===== src/rtl/ox_tl_pkg.sv =====
// Shared TileLink encodings for the OX manager: grow/cap params, grant FSM states, ID width.
package ox_tl_pkg;

    localparam int TL_ID_W = 26;

    localparam logic [2:0] TL_NTOB = 3'd0;
    localparam logic [2:0] TL_NTOT = 3'd1;
    localparam logic [2:0] TL_BTOT = 3'd2;

    localparam logic [1:0] TL_CAP_TOT = 2'd0;
    localparam logic [1:0] TL_CAP_TOB = 2'd1;

    typedef enum logic [2:0] {
        GR_IDLE    = 3'b001,
        GR_GNT_GEN = 3'b010,
        GR_DONE    = 3'b100
    } gr_state_e;

    // Only NtoB ends in Branch; NtoT, BtoT and reserved encodings all end in Trunk.
    function automatic logic [1:0] grow_to_cap(input logic [2:0] grow);
        return (grow == TL_NTOB) ? TL_CAP_TOB : TL_CAP_TOT;
    endfunction

endpackage


===== src/rtl/tl_gnt_rsp_sm_if.sv =====
// Acquire / Grant / GrantAck signal bundle between OXmgr RX, TL TX and the grant responder.
interface tl_gnt_rsp_sm_if
    import ox_tl_pkg::*;
#(
    parameter int NUM_SINK = 4
);
    logic                 rx2tx_rcv_tlacq;
    logic [TL_ID_W-1:0]   a_source;
    logic [2:0]           a_param;
    logic                 tx2rx_rcv_tlacq_ack;
    logic                 grant_gen_en;
    logic                 grant_gen_done;
    logic [TL_ID_W-1:0]   d_sink;
    logic [TL_ID_W-1:0]   d_source;
    logic [1:0]           d_param;
    logic                 rx2tx_rcv_tlgntack;
    logic [TL_ID_W-1:0]   e_sink;
    logic                 tx2rx_rcv_tlgntack_ack;
    logic                 e_sink_err;
    logic [NUM_SINK-1:0]  sink_busy;
    logic                 sink_full;
    logic                 gnt_tmo_err;

    modport slave (
        input  rx2tx_rcv_tlacq, a_source, a_param, grant_gen_done, rx2tx_rcv_tlgntack, e_sink,
        output tx2rx_rcv_tlacq_ack, grant_gen_en, d_sink, d_source, d_param,
               tx2rx_rcv_tlgntack_ack, e_sink_err, sink_busy, sink_full, gnt_tmo_err
    );

    modport master (
        output rx2tx_rcv_tlacq, a_source, a_param, grant_gen_done, rx2tx_rcv_tlgntack, e_sink,
        input  tx2rx_rcv_tlacq_ack, grant_gen_en, d_sink, d_source, d_param,
               tx2rx_rcv_tlgntack_ack, e_sink_err, sink_busy, sink_full, gnt_tmo_err
    );

endinterface


===== src/rtl/tl_sink_alloc.sv =====
// Sink slot bitmap (reserved / granted) with lowest-free pick and full flag.
// Latency: alloc/grant/free take effect on the next clk; pick and full come from registered state only.
// Backpressure: none internally; o_full is what holds off new Acquires.
module tl_sink_alloc
    import ox_tl_pkg::*;
#(
    parameter  int NUM_SINK = 4,
    localparam int IDX_W    = $clog2(NUM_SINK)
) (
    input  logic                clk,
    input  logic                reset,
    input  logic                i_alloc,
    output logic [IDX_W-1:0]    o_alloc_idx,
    input  logic                i_grant,
    input  logic [IDX_W-1:0]    i_grant_idx,
    input  logic [NUM_SINK-1:0] i_free,
    output logic [NUM_SINK-1:0] o_busy,
    output logic [NUM_SINK-1:0] o_granted,
    output logic                o_full
);
    logic [NUM_SINK-1:0] r_rsv;
    logic [NUM_SINK-1:0] r_gnt;
    logic [NUM_SINK-1:0] w_rsv_nxt;
    logic [NUM_SINK-1:0] w_gnt_nxt;

    assign o_busy    = r_rsv | r_gnt;
    assign o_granted = r_gnt;
    assign o_full    = &o_busy;

    // Walk from the top so the lowest free index is the last one written.
    always_comb begin
        o_alloc_idx = '0;
        for (int i = NUM_SINK - 1; i >= 0; i--) begin
            if (!o_busy[i]) o_alloc_idx = IDX_W'(i);
        end
    end

    always_comb begin
        w_rsv_nxt = r_rsv;
        w_gnt_nxt = r_gnt & ~i_free;
        if (i_alloc) w_rsv_nxt[o_alloc_idx] = 1'b1;
        if (i_grant) begin
            w_rsv_nxt[i_grant_idx] = 1'b0;
            w_gnt_nxt[i_grant_idx] = 1'b1;
        end
    end

    always_ff @(posedge clk) begin
        if (reset) begin
            r_rsv <= '0;
            r_gnt <= '0;
        end else begin
            r_rsv <= w_rsv_nxt;
            r_gnt <= w_gnt_nxt;
        end
    end

endmodule


===== src/rtl/tl_gnt_rsp_sm.sv =====
// Manager-side Acquire -> Grant -> GrantAck responder; optional GrantAck timeout under TL_GNT_TMO_EN.
// Latency: Acquire ack and Grant request 1 clk after accept; GrantAck ack/err 1 clk after the pulse.
// Backpressure: Acquire left unacked (held by RX) while busy in a handshake or all sink slots are in use.
module tl_gnt_rsp_sm
    import ox_tl_pkg::*;
#(
    parameter int                 NUM_SINK  = 4,
    parameter logic [TL_ID_W-1:0] SINK_BASE = '0,
    parameter int                 TMO_CYC   = 4096
) (
    input  logic           clk,
    input  logic           reset,
    tl_gnt_rsp_sm_if.slave bus
);
    localparam int IDX_W = $clog2(NUM_SINK);

    gr_state_e           r_state;
    gr_state_e           w_state_nxt;
    logic                w_accept;
    logic                w_grant;
    logic [IDX_W-1:0]    w_alloc_idx;
    logic [IDX_W-1:0]    r_cur_idx;
    logic [NUM_SINK-1:0] w_busy;
    logic [NUM_SINK-1:0] w_granted;
    logic [NUM_SINK-1:0] w_ack_free;
    logic [NUM_SINK-1:0] w_tmo_hit;
    logic [NUM_SINK-1:0] w_free;
    logic                w_full;
    logic [TL_ID_W-1:0]  w_e_off;
    logic [IDX_W-1:0]    w_e_idx;
    logic                w_match;
    logic                w_miss;

    logic                r_acq_ack;
    logic                r_gnt_en;
    logic [TL_ID_W-1:0]  r_d_sink;
    logic [TL_ID_W-1:0]  r_d_source;
    logic [1:0]          r_d_param;
    logic                r_gntack_ack;
    logic                r_esink_err;

    tl_sink_alloc #(
        .NUM_SINK (NUM_SINK)
    ) u_alloc (
        .clk         (clk),
        .reset       (reset),
        .i_alloc     (w_accept),
        .o_alloc_idx (w_alloc_idx),
        .i_grant     (w_grant),
        .i_grant_idx (r_cur_idx),
        .i_free      (w_free),
        .o_busy      (w_busy),
        .o_granted   (w_granted),
        .o_full      (w_full)
    );

    always_comb begin
        w_state_nxt = r_state;
        w_accept    = 1'b0;
        w_grant     = 1'b0;
        unique case (r_state)
            GR_IDLE: begin
                if (bus.rx2tx_rcv_tlacq && !w_full) begin
                    w_accept    = 1'b1;
                    w_state_nxt = GR_GNT_GEN;
                end
            end
            GR_GNT_GEN: begin
                if (bus.grant_gen_done) begin
                    w_grant     = 1'b1;
                    w_state_nxt = GR_DONE;
                end
            end
            GR_DONE:  w_state_nxt = GR_IDLE;
            default:  w_state_nxt = GR_IDLE;
        endcase
    end

    always_ff @(posedge clk) begin
        if (reset) r_state <= GR_IDLE;
        else       r_state <= w_state_nxt;
    end

    // Unsigned wrap makes IDs below SINK_BASE land far out of range.
    assign w_e_off    = bus.e_sink - SINK_BASE;
    assign w_e_idx    = w_e_off[IDX_W-1:0];
    assign w_match    = bus.rx2tx_rcv_tlgntack && (w_e_off < TL_ID_W'(NUM_SINK)) && w_granted[w_e_idx];
    assign w_miss     = bus.rx2tx_rcv_tlgntack && !w_match;
    assign w_ack_free = w_match ? (NUM_SINK'(1) << w_e_idx) : '0;

`ifdef TL_GNT_TMO_EN
    localparam int CNT_W = $clog2(TMO_CYC + 1);

    logic [CNT_W-1:0] r_tmo_cnt [NUM_SINK];
    logic             r_tmo_err;

    // A GrantAck landing on the expiry cycle takes priority over the timeout.
    always_comb begin
        w_tmo_hit = '0;
        for (int i = 0; i < NUM_SINK; i++) begin
            w_tmo_hit[i] = w_granted[i] && !w_ack_free[i] && (r_tmo_cnt[i] == CNT_W'(TMO_CYC - 1));
        end
    end

    always_ff @(posedge clk) begin
        for (int i = 0; i < NUM_SINK; i++) begin
            if (reset)                                          r_tmo_cnt[i] <= '0;
            else if (w_grant && (r_cur_idx == IDX_W'(i)))       r_tmo_cnt[i] <= '0;
            else if (w_granted[i])                              r_tmo_cnt[i] <= r_tmo_cnt[i] + 1'b1;
        end
    end

    always_ff @(posedge clk) begin
        if (reset) r_tmo_err <= 1'b0;
        else       r_tmo_err <= |w_tmo_hit;
    end

    assign bus.gnt_tmo_err = r_tmo_err;
`else
    assign w_tmo_hit       = '0;
    assign bus.gnt_tmo_err = 1'b0;
`endif

    assign w_free = w_ack_free | w_tmo_hit;

    always_ff @(posedge clk) begin
        if (reset) begin
            r_acq_ack    <= 1'b0;
            r_gnt_en     <= 1'b0;
            r_d_sink     <= '0;
            r_d_source   <= '0;
            r_d_param    <= '0;
            r_cur_idx    <= '0;
            r_gntack_ack <= 1'b0;
            r_esink_err  <= 1'b0;
        end else begin
            r_acq_ack    <= w_accept;
            r_gntack_ack <= w_match;
            r_esink_err  <= w_miss;
            if (w_accept) begin
                r_gnt_en   <= 1'b1;
                r_d_sink   <= SINK_BASE + TL_ID_W'(w_alloc_idx);
                r_d_source <= bus.a_source;
                r_d_param  <= grow_to_cap(bus.a_param);
                r_cur_idx  <= w_alloc_idx;
            end else if (w_grant) begin
                r_gnt_en   <= 1'b0;
            end
        end
    end

    assign bus.tx2rx_rcv_tlacq_ack    = r_acq_ack;
    assign bus.grant_gen_en           = r_gnt_en;
    assign bus.d_sink                 = r_d_sink;
    assign bus.d_source               = r_d_source;
    assign bus.d_param                = r_d_param;
    assign bus.tx2rx_rcv_tlgntack_ack = r_gntack_ack;
    assign bus.e_sink_err             = r_esink_err;
    assign bus.sink_busy              = w_busy;
    assign bus.sink_full              = w_full;

endmodule


===== src/flat_wrapper.sv =====
// flat-port wrapper written by rule: the top's interface ports become plain ports
module tl_gnt_rsp_sm_flat import ox_tl_pkg::*;
#(
    parameter int                 NUM_SINK  = 4,
    parameter logic [TL_ID_W-1:0] SINK_BASE = '0,
    parameter int                 TMO_CYC   = 4096
)
  (clk, reset, bus_rx2tx_rcv_tlacq, bus_a_source, bus_a_param, bus_grant_gen_done, bus_rx2tx_rcv_tlgntack, bus_e_sink, bus_tx2rx_rcv_tlacq_ack, bus_grant_gen_en, bus_d_sink, bus_d_source, bus_d_param, bus_tx2rx_rcv_tlgntack_ack, bus_e_sink_err, bus_sink_busy, bus_sink_full, bus_gnt_tmo_err);
  tl_gnt_rsp_sm_if #(.NUM_SINK(NUM_SINK)) bus_i ();
  input  logic clk;
  input  logic reset;
  input wire logic [$bits(bus_i.rx2tx_rcv_tlacq)-1:0] bus_rx2tx_rcv_tlacq;
  input wire logic [$bits(bus_i.a_source)-1:0] bus_a_source;
  input wire logic [$bits(bus_i.a_param)-1:0] bus_a_param;
  input wire logic [$bits(bus_i.grant_gen_done)-1:0] bus_grant_gen_done;
  input wire logic [$bits(bus_i.rx2tx_rcv_tlgntack)-1:0] bus_rx2tx_rcv_tlgntack;
  input wire logic [$bits(bus_i.e_sink)-1:0] bus_e_sink;
  output wire logic [$bits(bus_i.tx2rx_rcv_tlacq_ack)-1:0] bus_tx2rx_rcv_tlacq_ack;
  output wire logic [$bits(bus_i.grant_gen_en)-1:0] bus_grant_gen_en;
  output wire logic [$bits(bus_i.d_sink)-1:0] bus_d_sink;
  output wire logic [$bits(bus_i.d_source)-1:0] bus_d_source;
  output wire logic [$bits(bus_i.d_param)-1:0] bus_d_param;
  output wire logic [$bits(bus_i.tx2rx_rcv_tlgntack_ack)-1:0] bus_tx2rx_rcv_tlgntack_ack;
  output wire logic [$bits(bus_i.e_sink_err)-1:0] bus_e_sink_err;
  output wire logic [$bits(bus_i.sink_busy)-1:0] bus_sink_busy;
  output wire logic [$bits(bus_i.sink_full)-1:0] bus_sink_full;
  output wire logic [$bits(bus_i.gnt_tmo_err)-1:0] bus_gnt_tmo_err;
  assign bus_i.rx2tx_rcv_tlacq = bus_rx2tx_rcv_tlacq;
  assign bus_i.a_source = bus_a_source;
  assign bus_i.a_param = bus_a_param;
  assign bus_i.grant_gen_done = bus_grant_gen_done;
  assign bus_i.rx2tx_rcv_tlgntack = bus_rx2tx_rcv_tlgntack;
  assign bus_i.e_sink = bus_e_sink;
  assign bus_tx2rx_rcv_tlacq_ack = bus_i.tx2rx_rcv_tlacq_ack;
  assign bus_grant_gen_en = bus_i.grant_gen_en;
  assign bus_d_sink = bus_i.d_sink;
  assign bus_d_source = bus_i.d_source;
  assign bus_d_param = bus_i.d_param;
  assign bus_tx2rx_rcv_tlgntack_ack = bus_i.tx2rx_rcv_tlgntack_ack;
  assign bus_e_sink_err = bus_i.e_sink_err;
  assign bus_sink_busy = bus_i.sink_busy;
  assign bus_sink_full = bus_i.sink_full;
  assign bus_gnt_tmo_err = bus_i.gnt_tmo_err;
  tl_gnt_rsp_sm #(.NUM_SINK(NUM_SINK), .SINK_BASE(SINK_BASE), .TMO_CYC(TMO_CYC)) u_core (.clk(clk), .reset(reset), .bus(bus_i));
endmodule

===== config.mk =====
export PLATFORM = sky130hd
export DESIGN_NAME = tl_gnt_rsp_sm_flat
export DESIGN_NICKNAME = d
export VERILOG_FILES = /design/src/rtl/ox_tl_pkg.sv /design/src/rtl/tl_gnt_rsp_sm_if.sv /design/src/rtl/tl_sink_alloc.sv /design/src/rtl/tl_gnt_rsp_sm.sv /design/src/flat_wrapper.sv
export SDC_FILE = /design/constraint.sdc
export NUM_CORES = 1
export LEC_CHECK = 0
export ABC_AREA = 1
export BUFFER_PORTS_ARGS = -buffer_cell sky130_fd_sc_hd__buf_2
export CAP_MARGIN = 15
export CELL_PAD_IN_SITES_DETAIL_PLACEMENT = 1
export CELL_PAD_IN_SITES_GLOBAL_PLACEMENT = 1
export CORE_MARGIN = 1.5
export CORE_UTILIZATION = 26
export CTS_CLUSTER_SIZE = 20
export DETAILED_ROUTE_END_ITERATION = 10
export PLACE_DENSITY_LB_ADDON = 0.1
export SETUP_SLACK_MARGIN = 0.5
export SLEW_MARGIN = 20
export SYNTH_ARGS = -nofsm -noshare
export SYNTH_HDL_FRONTEND = slang
export SYNTH_HIERARCHICAL = 1
export SYNTH_SLANG_ARGS = --single-unit

===== constraint.sdc =====
create_clock -name clk -period 1.4 [get_ports clk]
set_clock_uncertainty 0.05 [all_clocks]
set_input_delay 0.07 -clock clk [delete_from_list [all_inputs] [get_ports clk]]
set_output_delay 0.07 -clock clk [all_outputs]
set_load 0.02 [all_outputs]

==> results.cfg, run 1 <==
[run_status]
outcome = complete, but fails checks
failed_checks = setup timing

[hold_path]
hold_path_startpoint = bus_a_param[1]
min-delay-path-class = primary input to register

[drt]
detail_route.drc_violations = 0
avgRoutedWirePerCell_um = 12.8
totalWireLength_um = 7380
ant_nets = 0
drt_first_iter_violations = 65
vias_per_cell = 4.24
detailroute.via_count = 2444
dr.pass1.iters = 4

[global_routing]
grt_start_max_net_pins = 32
routing_layer_with_the_top_usage_in_global_route = met2
global_route_usage_over_all_layers = 0.165
grt_pass1_wl_um = 11600
antenna_found_initial = 0
globalRouteMet1Util = 0.182
grt_use_met2 = 0.316
gr-usage-met3 = 0.0362
globalRoute.totalOverflow = 0
number_of_global_route_vias_before_repair = 2547

[placement]
dpl.hpwl_um = 4870
globalplace.congestion = 0.732
port-buffer-count = 97
detailedPlace.worstSlack_ns = -0.0538

[cts]
ctsLongestPathBuffers = 2
clock_insertion_delay_worst_skew_ns = 0.30
clock_net_sink_count = 44
clk_pin_slew_ns = 0.10
clock-root-buffer = sky130_fd_sc_hd__clkbuf_8
tritoncts.num_buffers = 5
clock_tree_from_tritoncts = built
ctsHtreeMaxLevel = 2

[logic_synthesis]
synth_mux_area_frac = 0
post_synth_inst_count = 311
synth-compound-area-share = 0.113
postSynthRegisterBits = 44
simple_gate_share_of_the_synthesized_area = 0.305
post_synth_xor_area_fraction = 0
post_synth_fa_ha_maj_area_fraction = 0
synth-warning-count = 6
synth.avg_cell_area_sq_um = 7.03
synth_cell_types = 29
syn_area_sq_um = 2190
dominant_combinational_cell_family_by_area_after_synthesis = simple AND/OR/NAND/NOR gates
ys_seq_area_frac = 0.403

[timing]
final.setup.worst_slack_ns = -0.0455
final_count_of_hold_timing_violations = 0
slew_viol_final = 0
maxClockFrequency_mhz = 692
setup_tns_final_ns = -0.239
grt_setup_unrepaired = true
period_utilization_post_route = 1.03
final.min_clock_period_ns = 1.45
setup_viol = 14
timing.hold.ws_ns = 0.0272

[critical_path]
reg2reg_from = u_core/u_alloc/o_granted[2]
max_stage_delay_ns = 0.34
crit_path_end_kind = register
crit_start = u_core/u_alloc/o_granted[2]
reg2reg_slack_ns = -0.05
reg2regPathDepth = 9
worst_ep_required_time_ns = 1.55
startpoint_type = register
timing_worst_setup_path_type = register to register
critPathSlowestCell = sky130_fd_sc_hd__dfxtp_2
cp.arrival_ns = 1.59
timing.critical_path.mode_cell = sky130_fd_sc_hd__nand2_4
endpoint_of_the_most_critical_setup_path = u_core/bus.d_source[6]
timing.critical_path.cells = inv_2 -> nand2_4 -> nand2_4 -> nor3_4 -> nor2_4 -> nand4_4 -> buf_12 -> o21ai_1 -> nor2_1
worst_r2r_endpoint = u_core/bus.d_source[6]
critical_path_peak_fanout = 29

[layout]
post_route_cells_drive_above_1_share = 0.503
final_nets = 530
commonest_non_fill_non_tap_cell_in_the_layout = sky130_fd_sc_hd__nor2_1
mostFrequentLayoutCells = sky130_fd_sc_hd__nor2_1, sky130_fd_sc_hd__buf_2, sky130_fd_sc_hd__buf_6
area_growth_pct = 77.9
antenna-diode-count = 0
final.fill_count = 1030
final_core_util = 0.476

[die]
pin_count = 124
initial_utilization = 0.267
num_rows = 33
design.die.area_sq_um = 8970
die_height_um = 94.7
die_x_um = 94.7
placeableCoreArea_sq_um = 8180

[power_and_ir_drop]
irDropWorstVdd_v = 0.000371
power_density_nw_per_um2 = 955
totalPowerFinal_mw = 3.71
total_leakage_power_nw = 1.83

[flow_run]
drv.max_cap_violation_count = 0
[what timing repair did]
action	in CTS	in global routing
gates resized for setup	136	54
setup endpoints to repair	81	75
gates cloned	0	0
setup buffers	9	8
hold buffers	30	0
pin swaps	14	8
endpoints found under the hold margin	30	0
[worst min path at each step]
stage	end	slack, ns	cells past startpoint
after floorplan	u_core/u_alloc/o_granted[2]	0.08	1
after global placement	u_core/r_state[1]	0.22	2
after detailed placement	u_core/r_state[1]	0.23	2
after CTS	u_core/bus.d_param[0]	-0.02	4
after global routing	u_core/bus.d_param[0]	0.05	4
final	u_core/bus.d_param[0]	0.03	4
[stage by stage]
step / std cells / cell area [sq um]
finish: 576 / 3890
global route: 576 / 3890
CTS: 568 / 3680
detailed placement: 521 / 2850
global placement: 521 / 2850
floorplan: 336 / 2320
[critical path: cells and delay by family (launching register included)]
kind / cells / cell delay [ns]
buffers and inverters: 2 / 0.28
AOI/OAI and AO/OA: 1 / 0.18
and+or+nand+nor: 6 / 0.49
DFF: 1 / 0.34
[final cells by class]
type,instances,area (sq um),area share
Clock buffer,6,82.6,0.0212
Clock inverter,2,38.8,0.00997
Inverter,31,131,0.0338
Multi-Input combinational cell,226,1190,0.306
Sequential cell,44,941,0.242
Tap cell,105,131,0.0338
Timing Repair Buffer,162,1380,0.354
[cells by family (layout without fill, tap and decap cells)]
kind of cell / after synthesis / in the layout
AND/OR/NAND/NOR: 156 / 156
buffers and inverters: 66 / 201
AO/OA/AOI/OAI: 44 / 44
flip-flops: 44 / 44
other: 1 / 26
[power by group]
group          internal [mW]  total, mW  switching (mW)
Combinational          0.570       1.18           0.608
Clock                  0.585       1.06           0.471
Sequential              1.38       1.48          0.0955
Total                   2.54       3.71            1.17
[sequential cells by signal, indices dropped and copies added, names as in the netlist]
name	count
u_core/bus.d_sink	2
u_core/bus.grant_gen_en	1
u_core/bus.tx2rx_rcv_tlacq_ack	1
u_core/u_alloc/r_rsv	4
u_core/bus.d_param	1
u_core/bus.tx2rx_rcv_tlgntack_ack	1
u_core/bus.d_source	26
u_core/u_alloc/o_granted	4
u_core/bus.e_sink_err	1
u_core/r_state	3
[layer usage]
metal / vias up / routed length, um
met2: 61 / 3970
met3: 7 / 353
met1: 1143 / 2990
met4: 0 / 69
met5: - / 0
li1: 1233 / -
[cell usage after synthesis, drive strengths merged]
cell / number / area, sq um
a21oi: 10 / 68.8
o21ai: 31 / 159
nor2: 94 / 370
nand3: 12 / 60.1
dfxtp: 44 / 881
o31ai: 1 / 7.51
nand4: 3 / 33.8
or2: 5 / 31.3
conb: 1 / 3.75
clkbuf: 2 / 8.75
and2: 1 / 6.26
a31oi: 2 / 12.5
nor3: 4 / 20.0
buf: 33 / 263
inv: 31 / 116
nand2: 37 / 144
Power figures use the tool's default switching activity.
==> inputs of run 2 (changes only) <==
Settings changed: RECOVER_POWER set to 100, SKIP_LAST_GASP set to 1.
==> results.cfg, run 2 (synthesis gave the netlist of run 1 again) <==
[die]
num_rows = 33
die_height_um = 94.7
pin_count = 124
die_x_um = 94.7
design.die.area_sq_um = 8970
initial_utilization = 0.267
placeableCoreArea_sq_um = 8180

[timing]
slew_viol_final = 0
period_utilization_post_route = 1.04
final.setup.worst_slack_ns = -0.0545
final.min_clock_period_ns = 1.45
maxClockFrequency_mhz = 688
grt_setup_unrepaired = true
setup_viol = 20
final_count_of_hold_timing_violations = 0

[run_status]
outcome = complete, but fails checks
failed_checks = setup timing

[drt]
totalWireLength_um = 7380
ant_nets = 0
detail_route.drc_violations = 0
vias_per_cell = 4.23
avgRoutedWirePerCell_um = 12.8
dr.pass1.iters = 4
drt_first_iter_violations = 56
detailroute.via_count = 2442

[critical_path]
worst_ep_required_time_ns = 1.54
crit_path_end_kind = register
cp.arrival_ns = 1.59
crit_start = u_core/u_alloc/o_granted[2]
timing_worst_setup_path_type = register to register
startpoint_type = register
critical_path_peak_fanout = 29
reg2reg_from = u_core/u_alloc/o_granted[2]

[cts]
tritoncts.num_buffers = 5
clock_tree_from_tritoncts = built
clock-root-buffer = sky130_fd_sc_hd__clkbuf_8
clock_net_sink_count = 44
clock_insertion_delay_worst_skew_ns = 0.29
ctsHtreeMaxLevel = 2
clk_pin_slew_ns = 0.09
ctsLongestPathBuffers = 2

[layout]
largest_register_ffs = 26
design_area_sq_um = 3890
final.fill_count = 1032
area_growth_pct = 77.8
fin_cells = 577
commonest_non_fill_non_tap_cell_in_the_layout = sky130_fd_sc_hd__nor2_1
antenna-diode-count = 0
mostFrequentLayoutCells = sky130_fd_sc_hd__nor2_1, sky130_fd_sc_hd__buf_2, sky130_fd_sc_hd__buf_6
post_route_cells_drive_above_1_share = 0.494
final_nets = 531

[placement]
place_area_sq_um = 2850
globalplace.congestion = 0.732
port-buffer-count = 97
dpl.hpwl_um = 4870
place_inst = 521

[power_and_ir_drop]
total_leakage_power_nw = 1.83
totalPowerFinal_mw = 3.69
power_density_nw_per_um2 = 949
irDropWorstVdd_v = 0.000372

[global_routing]
globalRoute.totalOverflow = 0
grt_start_max_net_pins = 32
number_of_global_route_vias_before_repair = 2536
grt_pass1_wl_um = 11500
antenna_found_initial = 0
global_route_usage_over_all_layers = 0.164

[flow_run]
drv.max_cap_violation_count = 0

[hold_path]
min-delay-path-class = primary input to register
hold_path_startpoint = bus_a_param[1]
run 2: changes by cell type in the layout (fill, tap and decap cells not counted), sizes merged:
cell	delta
buf	+1
run 2: worst max-delay path, cell delays in order (launching register included):
cell and delay (ns):
sky130_fd_sc_hd__dfxtp_2 0.34, sky130_fd_sc_hd__inv_2 0.08, sky130_fd_sc_hd__nand2_4 0.07, sky130_fd_sc_hd__nand2_4 0.06
sky130_fd_sc_hd__nor3_4 0.04, sky130_fd_sc_hd__nor2_4 0.11, sky130_fd_sc_hd__nand4_4 0.15, sky130_fd_sc_hd__buf_12 0.21
sky130_fd_sc_hd__o21ai_0 0.17, sky130_fd_sc_hd__nor2_1 0.06
run 2: metal layers:
metal | vias to the layer above | share of wire | track usage
li1 | 1236 | - | -
met1 | 1138 | 0.40 | 0.182
met2 | 61 | 0.54 | 0.314
met3 | 7 | 0.049 | 0.0362
met4 | 0 | 0.0093 | 0.0373
met5 | - | 0 | 0
run 2: power by group:
part | switching (mW) | internal [mW] | total (mW)
sequential | 0.0939 | 1.38 | 1.48
clock | 0.463 | 0.584 | 1.05
combinational | 0.600 | 0.565 | 1.16
run 2: cell type report:
class / instances / area, sq um / area share
Clock buffer: 6 / 82.6 / 0.0212
Sequential cell: 44 / 941 / 0.242
Inverter: 31 / 131 / 0.0338
Clock inverter: 2 / 38.8 / 0.00998
Timing Repair Buffer: 163 / 1380 / 0.356
Multi-Input combinational cell: 226 / 1180 / 0.304
Tap cell: 105 / 131 / 0.0338
run 2: what timing repair did:
item                                    CTS  global route
hold buffers                             30             0
endpoints found under the setup margin   81            75
pin swaps                                14            10
setup buffers                             9             9
endpoints found under the hold margin    30             0
gates resized for setup                 128            48
run 2: stage by stage:
stage / TNS, ns / worst slack [ns] / hold slack, ns / utilization
floorplan: -2.95 / -0.151 / 0.0817 / -
global placement: -0.0981 / -0.0260 / 0.223 / 0.349
detailed placement: -0.797 / -0.0538 / 0.232 / 0.349
CTS: -0.110 / -0.0326 / -0.0167 / 0.449
global route: -3.12 / -0.134 / 0.0493 / 0.476
finish: -0.418 / -0.0545 / 0.0311 / 0.476
run 2: final timing paths:
| check | endpoint | slack [ns] | depth (start not counted) |
|---|---|---|---|
| max | u_core/bus.d_source[3] | -0.05 | 9 |
| min | u_core/bus.d_param[0] | 0.03 | 4 |
| max reg2reg | u_core/bus.d_source[3] | -0.05 | 9 |
| min reg2reg | u_core/bus.grant_gen_en | 0.43 | 2 |
==> inputs of run 3 (changes only) <==
Settings changed: CORE_UTILIZATION 26 to 31.
Clock period 1.4 ns to 1.9 ns, I/O delays scaled along.
==> results.cfg, run 3 (synthesis gave the netlist of run 1 again) <==
[run_status]
outcome = finished clean

[cts]
clock_tree_from_tritoncts = built
tritoncts.num_buffers = 5
clock_net_sink_count = 44
ctsHtreeMaxLevel = 2
clock_insertion_delay_worst_skew_ns = 0.29
clk_pin_slew_ns = 0.09
clock-root-buffer = sky130_fd_sc_hd__clkbuf_8
ctsLongestPathBuffers = 2

[critical_path]
endpoint_of_the_most_critical_setup_path = u_core/bus.d_source[21]
reg2reg_slack_ns = 0.36
timing_worst_setup_path_type = register to register
worst_r2r_endpoint = u_core/bus.d_source[21]
reg2regPathDepth = 7
critPathSlowestCell = sky130_fd_sc_hd__dfxtp_1
max_stage_delay_ns = 0.33
critical_path_peak_fanout = 29
cpLargestDelayFamily = simple AND/OR/NAND/NOR gates
crit_path_end_kind = register
timing.critical_path.cells = nor2_1 -> nor3_4 -> nor2_4 -> nand4_4 -> buf_12 -> o21ai_0 -> nor2_1
worst_ep_required_time_ns = 2.04
worst-path-buf-inv = 1
cp.depth = 7
reg2reg_from = u_core/u_alloc/o_granted[1]
timing.critical_path.mode_cell = sky130_fd_sc_hd__nor2_1
startpoint_type = register
crit_start = u_core/u_alloc/o_granted[1]
cp.arrival_ns = 1.68

[global_routing]
number_of_global_route_vias_before_repair = 2290
global_route_usage_over_all_layers = 0.170
grt_start_max_net_pins = 30
grt_pass1_wl_um = 10100
antenna_found_initial = 0
globalRoute.totalOverflow = 0

[drt]
drt_first_iter_violations = 25
ant_nets = 0
avgRoutedWirePerCell_um = 11.8
detail_route.drc_violations = 0
totalWireLength_um = 6290
dr.pass1.iters = 3
detailroute.via_count = 2273
vias_per_cell = 4.26

[power_and_ir_drop]
power_density_nw_per_um2 = 789
total_leakage_power_nw = 1.43
irDropWorstVdd_v = 0.000516

[die]
num_rows = 30
die_height_um = 87.0
design.die.area_sq_um = 7560
initial_utilization = 0.322
die_x_um = 87.0
placeableCoreArea_sq_um = 6790
pin_count = 124

[timing]
period_utilization_post_route = 0.811
grt_setup_unrepaired = true
setup_tns_final_ns = 0
slew_viol_final = 0
maxClockFrequency_mhz = 649
final.min_clock_period_ns = 1.54
setup_viol = 0
final_count_of_hold_timing_violations = 0

[placement]
port-buffer-count = 97
dpl.hpwl_um = 4500
place_area_sq_um = 2680
globalplace.congestion = 0.749
place_inst = 498

[layout]
commonest_non_fill_non_tap_cell_in_the_layout = sky130_fd_sc_hd__nor2_1
fin_cells = 533
final_nets = 496
mostFrequentLayoutCells = sky130_fd_sc_hd__nor2_1, sky130_fd_sc_hd__buf_2, sky130_fd_sc_hd__dfxtp_1
antenna-diode-count = 0
largest_register_ffs = 26
area_growth_pct = 40.3
design_area_sq_um = 3070
post_route_cells_drive_above_1_share = 0.263

[hold_path]
min-delay-path-class = primary input to register

[flow_run]
drv.max_cap_violation_count = 0
==> run 3: per-stage QoR <==
step                      total power, mW  worst slack, ns  hold slack, ns   util
final                                2.42            0.359        0.000747  0.451
after CTS                            2.46            0.445         0.00101  0.451
after global placement               1.63            0.331           0.258  0.395
after floorplan                      1.49            0.349           0.107      -
after detailed placement             1.64            0.277           0.261  0.395
after global routing                 2.56            0.198          0.0172  0.451
==> run 3: worst min-delay path: cells and delay by family <==
kind,cells,cell delay (ns)
AOI/OAI and AO/OA,1,0.07
and+or+nand+nor,1,0.07
buffers and inverters,1,0.07
==> run 3: worst min-delay path by stage <==
| stage | from | to | slack, ns | depth (start not counted) |
|---|---|---|---|---|
| 2_1_floorplan | reset | u_core/u_alloc/o_granted[2] | 0.11 | 1 |
| 3_3_place_gp | bus_grant_gen_done | u_core/r_state[1] | 0.26 | 2 |
| 3_5_place_dp | bus_grant_gen_done | u_core/r_state[1] | 0.26 | 2 |
| 4_1_cts | bus_a_source[22] | u_core/bus.d_source[22] | 0.001 | 3 |
| 5_1_grt | bus_a_source[23] | u_core/bus.d_source[23] | 0.02 | 3 |
| 6_report | bus_a_source[22] | u_core/bus.d_source[22] | 0.0007 | 3 |
==> run 3: repair_timing <==
| action | in CTS | in global routing |
|---|---|---|
| hold buffers | 15 | 0 |
| setup buffers | 9 | 2 |
| resized for setup | 11 | 17 |
| cloned | 1 | 0 |
| pin swaps | 2 | 2 |
| endpoints found under the hold margin | 15 | 0 |
| endpoints found under the setup margin | 37 | 41 |
==> run 3: report_power, final <==
| part | internal (mW) | switching, mW | leakage (nW) |
|---|---|---|---|
| sequential | 1.01 | 0.0515 | 0.363 |
| combinational | 0.227 | 0.402 | 1.01 |
| clock | 0.396 | 0.337 | 0.0583 |
| total | 1.63 | 0.791 | 1.43 |
==> run 3: per-layer routing <==
metal / share of wire / wire (um) / track usage
met1: 0.44 / 2740 / 0.206
met2: 0.50 / 3170 / 0.307
met3: 0.054 / 339 / 0.0351
met4: 0.0057 / 36 / 0.0352
met5: 0 / 0 / 0
==> run 3: layout make-up <==
cell class                 instances  area (sq um)
clock buffer                       5          68.8
fill                             926          3730
timing repair buffer             127           724
timing repair inverter             1          8.76
inverter                          31           129
clock inverter                     3          47.5
sequential                        44           882
multi-input combinational        226          1090
tap                               96           120
